$ cat config.mk
export PLATFORM = sky130hd
export DESIGN_NAME = serial_adder_ctrl
export DESIGN_NICKNAME = d
export VERILOG_FILES = /design/src/rtl/serial_adder_ctrl.sv
export SDC_FILE = /design/constraint.sdc
export NUM_CORES = 1
export LEC_CHECK = 0
export CORE_ASPECT_RATIO = 0.7
export CORE_MARGIN = 8
export CORE_UTILIZATION = 55
export DETAILED_ROUTE_END_ITERATION = 10
export PLACE_DENSITY = 0.84
export SLEW_MARGIN = 10
export SYNTH_ARGS = -nofsm -noshare
export SYNTH_HDL_FRONTEND = slang
export SYNTH_SLANG_ARGS = --single-unit
$ cat constraint.sdc
create_clock -name clk -period 2.3 [get_ports clk]
set_input_delay 0.345 -clock clk [delete_from_list [all_inputs] [get_ports clk]]
set_output_delay 0.345 -clock clk [all_outputs]
set_load 0.02 [all_outputs]
$ cat src/rtl/serial_adder_ctrl.sv
// serial_adder_ctrl: adds two WIDTH-bit operands bit-serially, LSB first,
//   using one full_adder cell and a carry flip-flop. Start is taken only in
//   IDLE; the result appears WIDTH cycles later with a one-cycle done pulse.
// Latency: start sampled at edge E0 -> done high from E0+WIDTH to E0+WIDTH+1.
//   Minimum issue period is WIDTH+2 cycles.
// Backpressure: none; start during RUN or DONE is dropped, not queued.
// Ports: clk, rst_n (async active-low); start, a, b, cin in;
//   busy, done, sum, cout, ovf out.
// Optional feature: define SERIAL_ADD_OVF_EN to add the signed-overflow
//   output ovf. Without it, the ovf port and its logic are absent.

module full_adder (
   input  logic i_a,
   input  logic i_b,
   input  logic i_cin,
   output logic o_sum,
   output logic o_cout
);
   assign o_sum  = i_a ^ i_b ^ i_cin;
   assign o_cout = (i_a & i_b) | (i_cin & (i_a ^ i_b));
endmodule

module serial_adder_ctrl #(
   parameter int WIDTH = 8
) (
   input  logic             clk,
   input  logic             rst_n,
   input  logic             start,
   input  logic [WIDTH-1:0] a,
   input  logic [WIDTH-1:0] b,
   input  logic             cin,
   output logic             busy,
   output logic             done,
   output logic [WIDTH-1:0] sum,
`ifdef SERIAL_ADD_OVF_EN
   output logic             ovf,
`endif
   output logic             cout
);

   localparam int CW = $clog2(WIDTH);

   typedef enum logic [1:0] {
      S_IDLE = 2'd0,
      S_RUN  = 2'd1,
      S_DONE = 2'd2
   } state_t;

   state_t           r_state;
   state_t           w_state_nxt;

   logic [WIDTH-1:0] r_a_sh;
   logic [WIDTH-1:0] r_b_sh;
   logic [WIDTH-1:0] r_s_sh;
   logic             r_carry;
   logic [CW-1:0]    r_cnt;
   logic [WIDTH-1:0] r_sum;
   logic             r_cout;
`ifdef SERIAL_ADD_OVF_EN
   logic             r_ovf;
`endif

   logic             w_fa_sum;
   logic             w_fa_cout;
   logic             w_last_bit;

   full_adder u_fa (
      .i_a    (r_a_sh[0]),
      .i_b    (r_b_sh[0]),
      .i_cin  (r_carry),
      .o_sum  (w_fa_sum),
      .o_cout (w_fa_cout)
   );

   // The MSB is being added when the counter reaches WIDTH-1.
   assign w_last_bit = (r_cnt == CW'(WIDTH - 1));

   // State register
   always_ff @(posedge clk or negedge rst_n) begin
      if (!rst_n) begin
         r_state <= S_IDLE;
      end else begin
         r_state <= w_state_nxt;
      end
   end

   // Next-state logic
   always_comb begin
      w_state_nxt = r_state;
      case (r_state)
         S_IDLE:  if (start) w_state_nxt = S_RUN;
         S_RUN:   if (w_last_bit) w_state_nxt = S_DONE;
         S_DONE:  w_state_nxt = S_IDLE;
         default: w_state_nxt = S_IDLE;
      endcase
   end

   // Outputs decoded from state
   always_comb begin
      busy = 1'b0;
      done = 1'b0;
      case (r_state)
         S_RUN:   busy = 1'b1;
         S_DONE:  done = 1'b1;
         default: ;
      endcase
   end

   // Datapath: operand shifters, partial-sum shifter, carry, counter, result
   always_ff @(posedge clk or negedge rst_n) begin
      if (!rst_n) begin
         r_a_sh  <= '0;
         r_b_sh  <= '0;
         r_s_sh  <= '0;
         r_carry <= 1'b0;
         r_cnt   <= '0;
         r_sum   <= '0;
         r_cout  <= 1'b0;
`ifdef SERIAL_ADD_OVF_EN
         r_ovf   <= 1'b0;
`endif
      end else begin
         case (r_state)
            S_IDLE: begin
               if (start) begin
                  r_a_sh  <= a;
                  r_b_sh  <= b;
                  r_carry <= cin;
                  r_cnt   <= '0;
               end
            end
            S_RUN: begin
               // Sum bits enter at the top so the LSB ends up at bit 0.
               r_s_sh  <= {w_fa_sum, r_s_sh[WIDTH-1:1]};
               r_carry <= w_fa_cout;
               r_a_sh  <= r_a_sh >> 1;
               r_b_sh  <= r_b_sh >> 1;
               r_cnt   <= r_cnt + 1'b1;
               if (w_last_bit) begin
                  r_sum  <= {w_fa_sum, r_s_sh[WIDTH-1:1]};
                  r_cout <= w_fa_cout;
`ifdef SERIAL_ADD_OVF_EN
                  // r_carry is the carry into the MSB during this cycle.
                  r_ovf  <= r_carry ^ w_fa_cout;
`endif
               end
            end
            default: ;
         endcase
      end
   end

   assign sum  = r_sum;
   assign cout = r_cout;
`ifdef SERIAL_ADD_OVF_EN
   assign ovf  = r_ovf;
`endif

endmodule

==> run summary, run 1 <==
Status = completed
GRT met1 Usage = 21.3%
Worst reg2reg startpoint = r_state[1]
Cells after synthesis = 141
TritonCTS Buffers = 5
Drt via density = 5.95
Setup slack, reg-to-reg = 0.84 ns
First-pass GRT wire length = 6.18 mm
Register area = 951 um2
Via count = 1256
Final #Nets = 198
Largest net degree at the start of global routing = 39
Crit-path max FO = 11
IR drop worst, VDD = 0.765 mV
CTS tree = built
Unrepaired setup endpoints after global routing = no
DP Wirelength = 2.51 mm
Least-Margin Pin Slew = 0.522 ns
P_leak = 0.000933 uW
Slowest CP cell = clkdlybuf4s50_1
CP arrival = 1.82 ns
Post-DP Area = 0.00197 mm2
Syn avg cell area = 11.8 um2
Gr usage total = 16.4%
FILL cells = 198
Area contributors post-synth = dfrtp_1 (57%), o22ai_1 (9.1%), mux2_4 (8.2%), nand2_1 (5.2%), a2bb2oi_1 (3.2%)
Die Height = 61.9 um
Mapped Nets = 164
Reg2reg path depth = 4
Clock-pin slew on the worst setup and hold paths = 0.07 ns
CP Capture Type = primary output
DRT iter0 DRCs = 145
Layout cells sized above 1 = 12.6%
Required @ worst endpoint = 1.96 ns
RePlAce Congestion = 0.782
MaxCap Viol Count = 0
Seq/Total Area, Yosys = 57.4%
Multi-input logic area = 633 um2
Die area = 0.00506 mm2
Async set or reset register ratio after synthesis = 100%
Crit-path max cell delay = 0.61 ns
Max Root-Sink Buffers = 2
Most Crowded Layer GR = met2
#FFs+latches synth = 38
Final Hold Viols = 0
Post-route ant nets = 0
Tmin final = 2.16 ns
Slew margin rel. = 65.1%
Design Area, Final = 0.00207 mm2
Top cell type's share of synthesized area = 57.4%
I/O pin cnt = 31
RR Endpoint = sum[4]
Number of remaining DRC errors = 0
Port bufs = 30
Fmax = 462 MHz
Yosys top cell by area = dfrtp_1
Most used DFF post-synth = dfrtp_1
Clk_skew = 0.00507 ns
Clock root buffer = clkbuf_8
Initial Util = 58.3%
Antenna Cells = 0
Worst hold path class = input pin to async pin
Setup TNS = 0 ns
Met2 Resource Use GR = 24.1%
Gr ovfl total = 0
Routed len/inst = 17.9 um
Rows = 16
Number of global-route vias before repair = 1238
Netlist cell types = 23
Worst-path cell chain = nand2b_1, inv_8, clkdlybuf4s50_1
Cell family with the largest share of critical-path delay = buffers and inverters
Initial antenna violation count = 0
Critical path class = flop to primary output
Die W = 81.6 um
Worst Path Buf+Inv = 2
Routed WL = 3.77 mm
Skew-Pair Late Insertion Delay = 0.29 ns
Total iterations of the first detailed-routing run = 5
Htree depth = 2
Synth Cell Area = 0.00166 mm2
Final setup viols = 0
Pwr dens = 1390 mW/mm2
Met3 usage = 6.61%
Post-synth EDFFs = 0
CTS Hold Bufs = 0
Final period util = 94.1%
Startpoint Class = flop
Core ar. = 0.00284 mm2
Area Growth Syn to Fin = 24.8%
Synthesis Warnings = 0
Max-slew violations = 0
CTS Sinks = 38
-- registers in the layout, summed over array words and instances, names as in the netlist --
| signal | flops |
|---|---|
| r_b_sh | 8 |
| r_carry | 1 |
| r_s_sh | 7 |
| cout | 1 |
| r_cnt | 3 |
| sum | 8 |
| r_state | 2 |
| r_a_sh | 8 |
-- metrics by stage --
stage,instances,utilization (%),power (uW),setup WS [ns],hold WS [ns]
2_1_floorplan,141,-,2050,0.950,0.0494
3_3_place_gp,201,69.2,2360,0.462,0.460
3_5_place_dp,201,69.2,2440,0.457,0.491
4_1_cts,208,71.9,2870,0.132,0.492
5_1_grt,211,72.8,3080,0.0375,0.499
6_report,211,72.8,2880,0.136,0.469
-- worst max path at each step --
stage,from,endpoint,slack (ns),cells after the start
after CTS,r_state[1],done,0.13,3
after global routing,r_state[1],busy,0.04,3
after floorplan,r_cnt[0],cout,0.95,4
after global placement,r_state[1],done,0.46,3
after detailed placement,start,r_a_sh[2],0.46,4
final,r_state[1],busy,0.14,3
-- layout make-up --
class                           count  area share (%)
Multi-Input combinational cell     91            30.6
Timing Repair Buffer               35            16.3
Tap cell                           36            2.18
Clock buffer                        7            3.69
Sequential cell                    38            45.9
Inverter                            4            1.27
-- cell families (layout without fill, tap and decap cells) --
family	after synthesis	after routing	synth area share (%)
AOI/OAI and AO/OA	47	47	18.3
DFF	38	38	57.4
adders and majority gates	3	3	2.72
muxes	9	9	8.15
buffers and inverters	12	46	4.45
and+or+nand+nor	32	32	9.06
-- cell usage after synthesis, types with 2 or more instances --
cell type and n:
a22o_1 2, nor2_1 3, o22ai_1 24, ha_1 2
nand2_1 23, buf_2 2, dfrtp_1 38, a21oi_1 10
clkbuf_1 3, a2bb2oi_1 6, nand2b_1 3, mux2_4 9
o21ai_0 3, buf_6 2, inv_1 3
-- power breakdown --
part / internal [uW] / switching (uW) / total (uW)
clock network: 209 / 227 / 436
registers: 984 / 234 / 1220
logic: 624 / 607 / 1230
-- layer usage --
layer	vias up	part of all wire [%]
met2	47	48
met4	0	1.9
li1	580	-
met5	-	0
met3	7	6.8
met1	622	44
-- placed cells by master (no fill, tap or decap), drive strengths merged --
master	count
clkbuf	7
a21oi	10
a32o	1
mux2	9
nand2b	3
clkinvlp	1
o21ai	3
or2b	1
ha	2
dfrtp	38
nand2	24
nor2b	1
clkdlybuf4s50	30
fa	1
o22ai	24
a2bb2oi	6
inv	3
a22o	2
o21bai	1
nor2	3
buf	5
-- timing repair --
item                       CTS  global route
setup buffers                0             3
setup endpoints to repair    0             1
resized for setup            0             1
Power figures use the tool's default switching activity.
==> run 2, diff against run 1 <==
--- a/config.mk
+++ b/config.mk
@@ -10,7 +10,7 @@
 export CORE_UTILIZATION = 55
 export DETAILED_ROUTE_END_ITERATION = 10
 export PLACE_DENSITY = 0.84
-export SLEW_MARGIN = 10
+export SLEW_MARGIN = 20
 export SYNTH_ARGS = -nofsm -noshare
 export SYNTH_HDL_FRONTEND = slang
 export SYNTH_SLANG_ARGS = --single-unit
==> results of run 2 <==
Final layout, timing and power as in run 1 (identical DEF).
==> run 3, diff against run 2 <==
--- a/config.mk
+++ b/config.mk
@@ -9,6 +9,8 @@
 export CORE_MARGIN = 8
 export CORE_UTILIZATION = 55
 export DETAILED_ROUTE_END_ITERATION = 10
+export GPL_TIMING_DRIVEN = 0
+export HOLD_SLACK_MARGIN = 0.03
 export PLACE_DENSITY = 0.84
 export SLEW_MARGIN = 20
 export SYNTH_ARGS = -nofsm -noshare
==> constraint.sdc (replaced) <==
create_clock -name clk -period 2.3 [get_ports clk]
set_input_delay 0.345 -clock clk [delete_from_list [all_inputs] [get_ports clk]]
set_output_delay 0.345 -clock clk [all_outputs]
set_load 0.01 [all_outputs]
==> run 3 against run 2 <==
Hold slack improved by 0.015 ns. Final cell count rose by 2.8%. Critical path depth increased by 2. Worst setup slack lost 0.020 ns. Global-route usage is 0.17 points higher. Utilization up 2.0 points. Flip-flop and latch count stayed put. Sequential power hardly changed. Clock-buffer cell count stayed put. Combinational power about the same. Clock skew shrank 0.00099 ns.
==> run summary, run 3 (synthesized netlist as in run 1, its figures left out) <==
Status = completed
Final #Nets = 203 (+2.5%)
Port bufs = 30 (unchanged)
IR drop worst, VDD = 0.759 mV (-0.82%)
Worst reg2reg startpoint = r_cnt[0]
Commonest non-fill, non-tap cell in the layout = dfrtp_1
P_leak = 0.000964 uW (+3.4%)
Worst hold path class = flop to flop
Largest net degree at the start of global routing = 26 (-33%)
CP Capture Type = primary output
Multi-input logic area = 633 um2 (unchanged)
CP endpoint = busy
Skew-Pair Late Insertion Delay = 0.29 ns (about the same)
Core ar. = 0.00284 mm2 (unchanged)
Routed WL = 3.74 mm (-0.82%)
TritonCTS Buffers = 5 (unchanged)
MaxCap Viol Count = 0 (unchanged)
Unrepaired setup endpoints after global routing = no
Crit-path max FO = 10 (-1)
Die Height = 61.9 um (unchanged)
Final period util = 94.9% (+0.87 points)
Antenna Cells = 0 (unchanged)
Startpoint Class = flop
CTS tree = built
Required @ worst endpoint = 1.96 ns (about the same)
I/O pin cnt = 31 (unchanged)
Die W = 81.6 um (unchanged)
Max-slew violations = 0 (unchanged)
Tmin final = 2.18 ns (+0.0201 ns)
Final Hold Viols = 0 (unchanged)
DRT iter0 DRCs = 90 (-38%)
Area Growth Syn to Fin = 28.3%
Reg2reg path depth = 4 (unchanged)
Die area = 0.00506 mm2 (unchanged)
CTS Sinks = 38 (unchanged)
Number of remaining DRC errors = 0 (unchanged)
Pwr dens = 1360 mW/mm2 (-2.2%)
Gr usage total = 16.5% (+0.17 points)
Htree depth = 2 (unchanged)
Routed len/inst = 17.2 um (-3.6%)
Number of global-route vias before repair = 1286 (+3.9%)
DP Wirelength = 2.68 mm (+7.0%)
First-pass GRT wire length = 6.22 mm (+0.78%)
Resized cells post-CTS = 0 (unchanged)
RR Endpoint = sum[1]
Setup TNS = 0 ns (unchanged)
Drt via density = 5.79 (-2.7%)
CP arrival = 1.84 ns (+0.02 ns)
CP Launch Point = r_state[1]
Clk_skew = 0.00408 ns (-0.000988 ns)
Slew margin rel. = 65.2% (+0.10 points)
Gr ovfl total = 0 (unchanged)
Initial Util = 58.3% (unchanged)
Register area = 951 um2 (unchanged)
Clock root buffer = clkbuf_8
FILL cells = 192 (-3.0%)
Total iterations of the first detailed-routing run = 4 (-1)
Critical path class = flop to primary output
Most frequent cells in the layout = dfrtp_1 (38), clkdlybuf4s50_1 (29), o22ai_1 (24)
Max Root-Sink Buffers = 2 (unchanged)
Initial antenna violation count = 0 (unchanged)
Fmax = 458 MHz (-0.92%)
Rows = 16 (unchanged)
Least-Margin Pin Slew = 0.522 ns (+0.0000783 ns)
RePlAce Congestion = 0.800 (+2.3%)
Hold Startpoint = r_s_sh[1]
Via count = 1257 (+0.080%)
Post-route ant nets = 0 (unchanged)
Layout cells sized above 1 = 13.8% (+1.2 points)
Clock-pin slew on the worst setup and hold paths = 0.07 ns (about the same)
Final core occ = 74.8% (+2.0 points)
Setup slack, reg-to-reg = 0.85 ns (about the same)
Final setup viols = 0 (unchanged)
[run 3: per-stage QoR]
step | cell area (um2) | worst slack [ns] | hold WS [ns] | cells | power (uW)
floorplan | 1660 | 0.950 | 0.0494 | 141 | 1980
global placement | 2000 | 0.0877 | 0.460 | 207 | 2340
detailed placement | 2030 | 0.437 | 0.268 | 208 | 2430
CTS | 2130 | 0.119 | 0.489 | 217 | 2910
global route | 2130 | 0.0307 | 0.513 | 217 | 3090
finish | 2130 | 0.116 | 0.484 | 217 | 2900
[run 3: worst min path at each step]
stage | to | slack (ns) | cells past startpoint
floorplan | cout | 0.05 | 0
global placement | r_s_sh[1] | 0.46 | 2
detailed placement | r_b_sh[6] | 0.27 | 1
CTS | r_b_sh[6] | 0.49 | 2
global route | r_s_sh[1] | 0.51 | 2
finish | r_s_sh[1] | 0.48 | 2
[run 3: what timing repair did]
| action | CTS | global route |
|---|---|---|
| hold buffers | 1 | 0 |
| buffers inserted | 0 | 0 |
| hold endpoints to repair | 13 | 0 |
[run 3: cell type report]
| cell class | instances | area share [%] |
|---|---|---|
| clock buffer | 7 | 4.06 |
| multi-input combinational | 91 | 29.8 |
| inverter | 4 | 1.06 |
| clock inverter | 1 | 0.235 |
| timing repair buffer | 32 | 15.6 |
| sequential | 38 | 44.7 |
| buffer | 8 | 2.41 |
| tap | 36 | 2.12 |
[run 3: report_power, final]
part	total, uW	internal, uW	switching [uW]
clock network	478	242	237
logic	1210	660	552
registers	1210	983	225
[run 3: layer usage]
layer	GRT usage, %	share of wire [%]	vias up	wire length [um]
li1	-	-	586	-
met1	21.3	45	620	1680
met2	26.0	47	43	1770
met3	3.74	5.9	8	222
met4	7.96	1.9	0	70
met5	0	0	-	0
[run 3: worst max-delay path, stage by stage, from the launching register on]
cell and delay [ns]:
dfrtp_1 0.46, nand2b_1 0.19, buf_6 0.16, inv_8 0.06, buf_6 0.13, clkdlybuf4s50_1 0.54
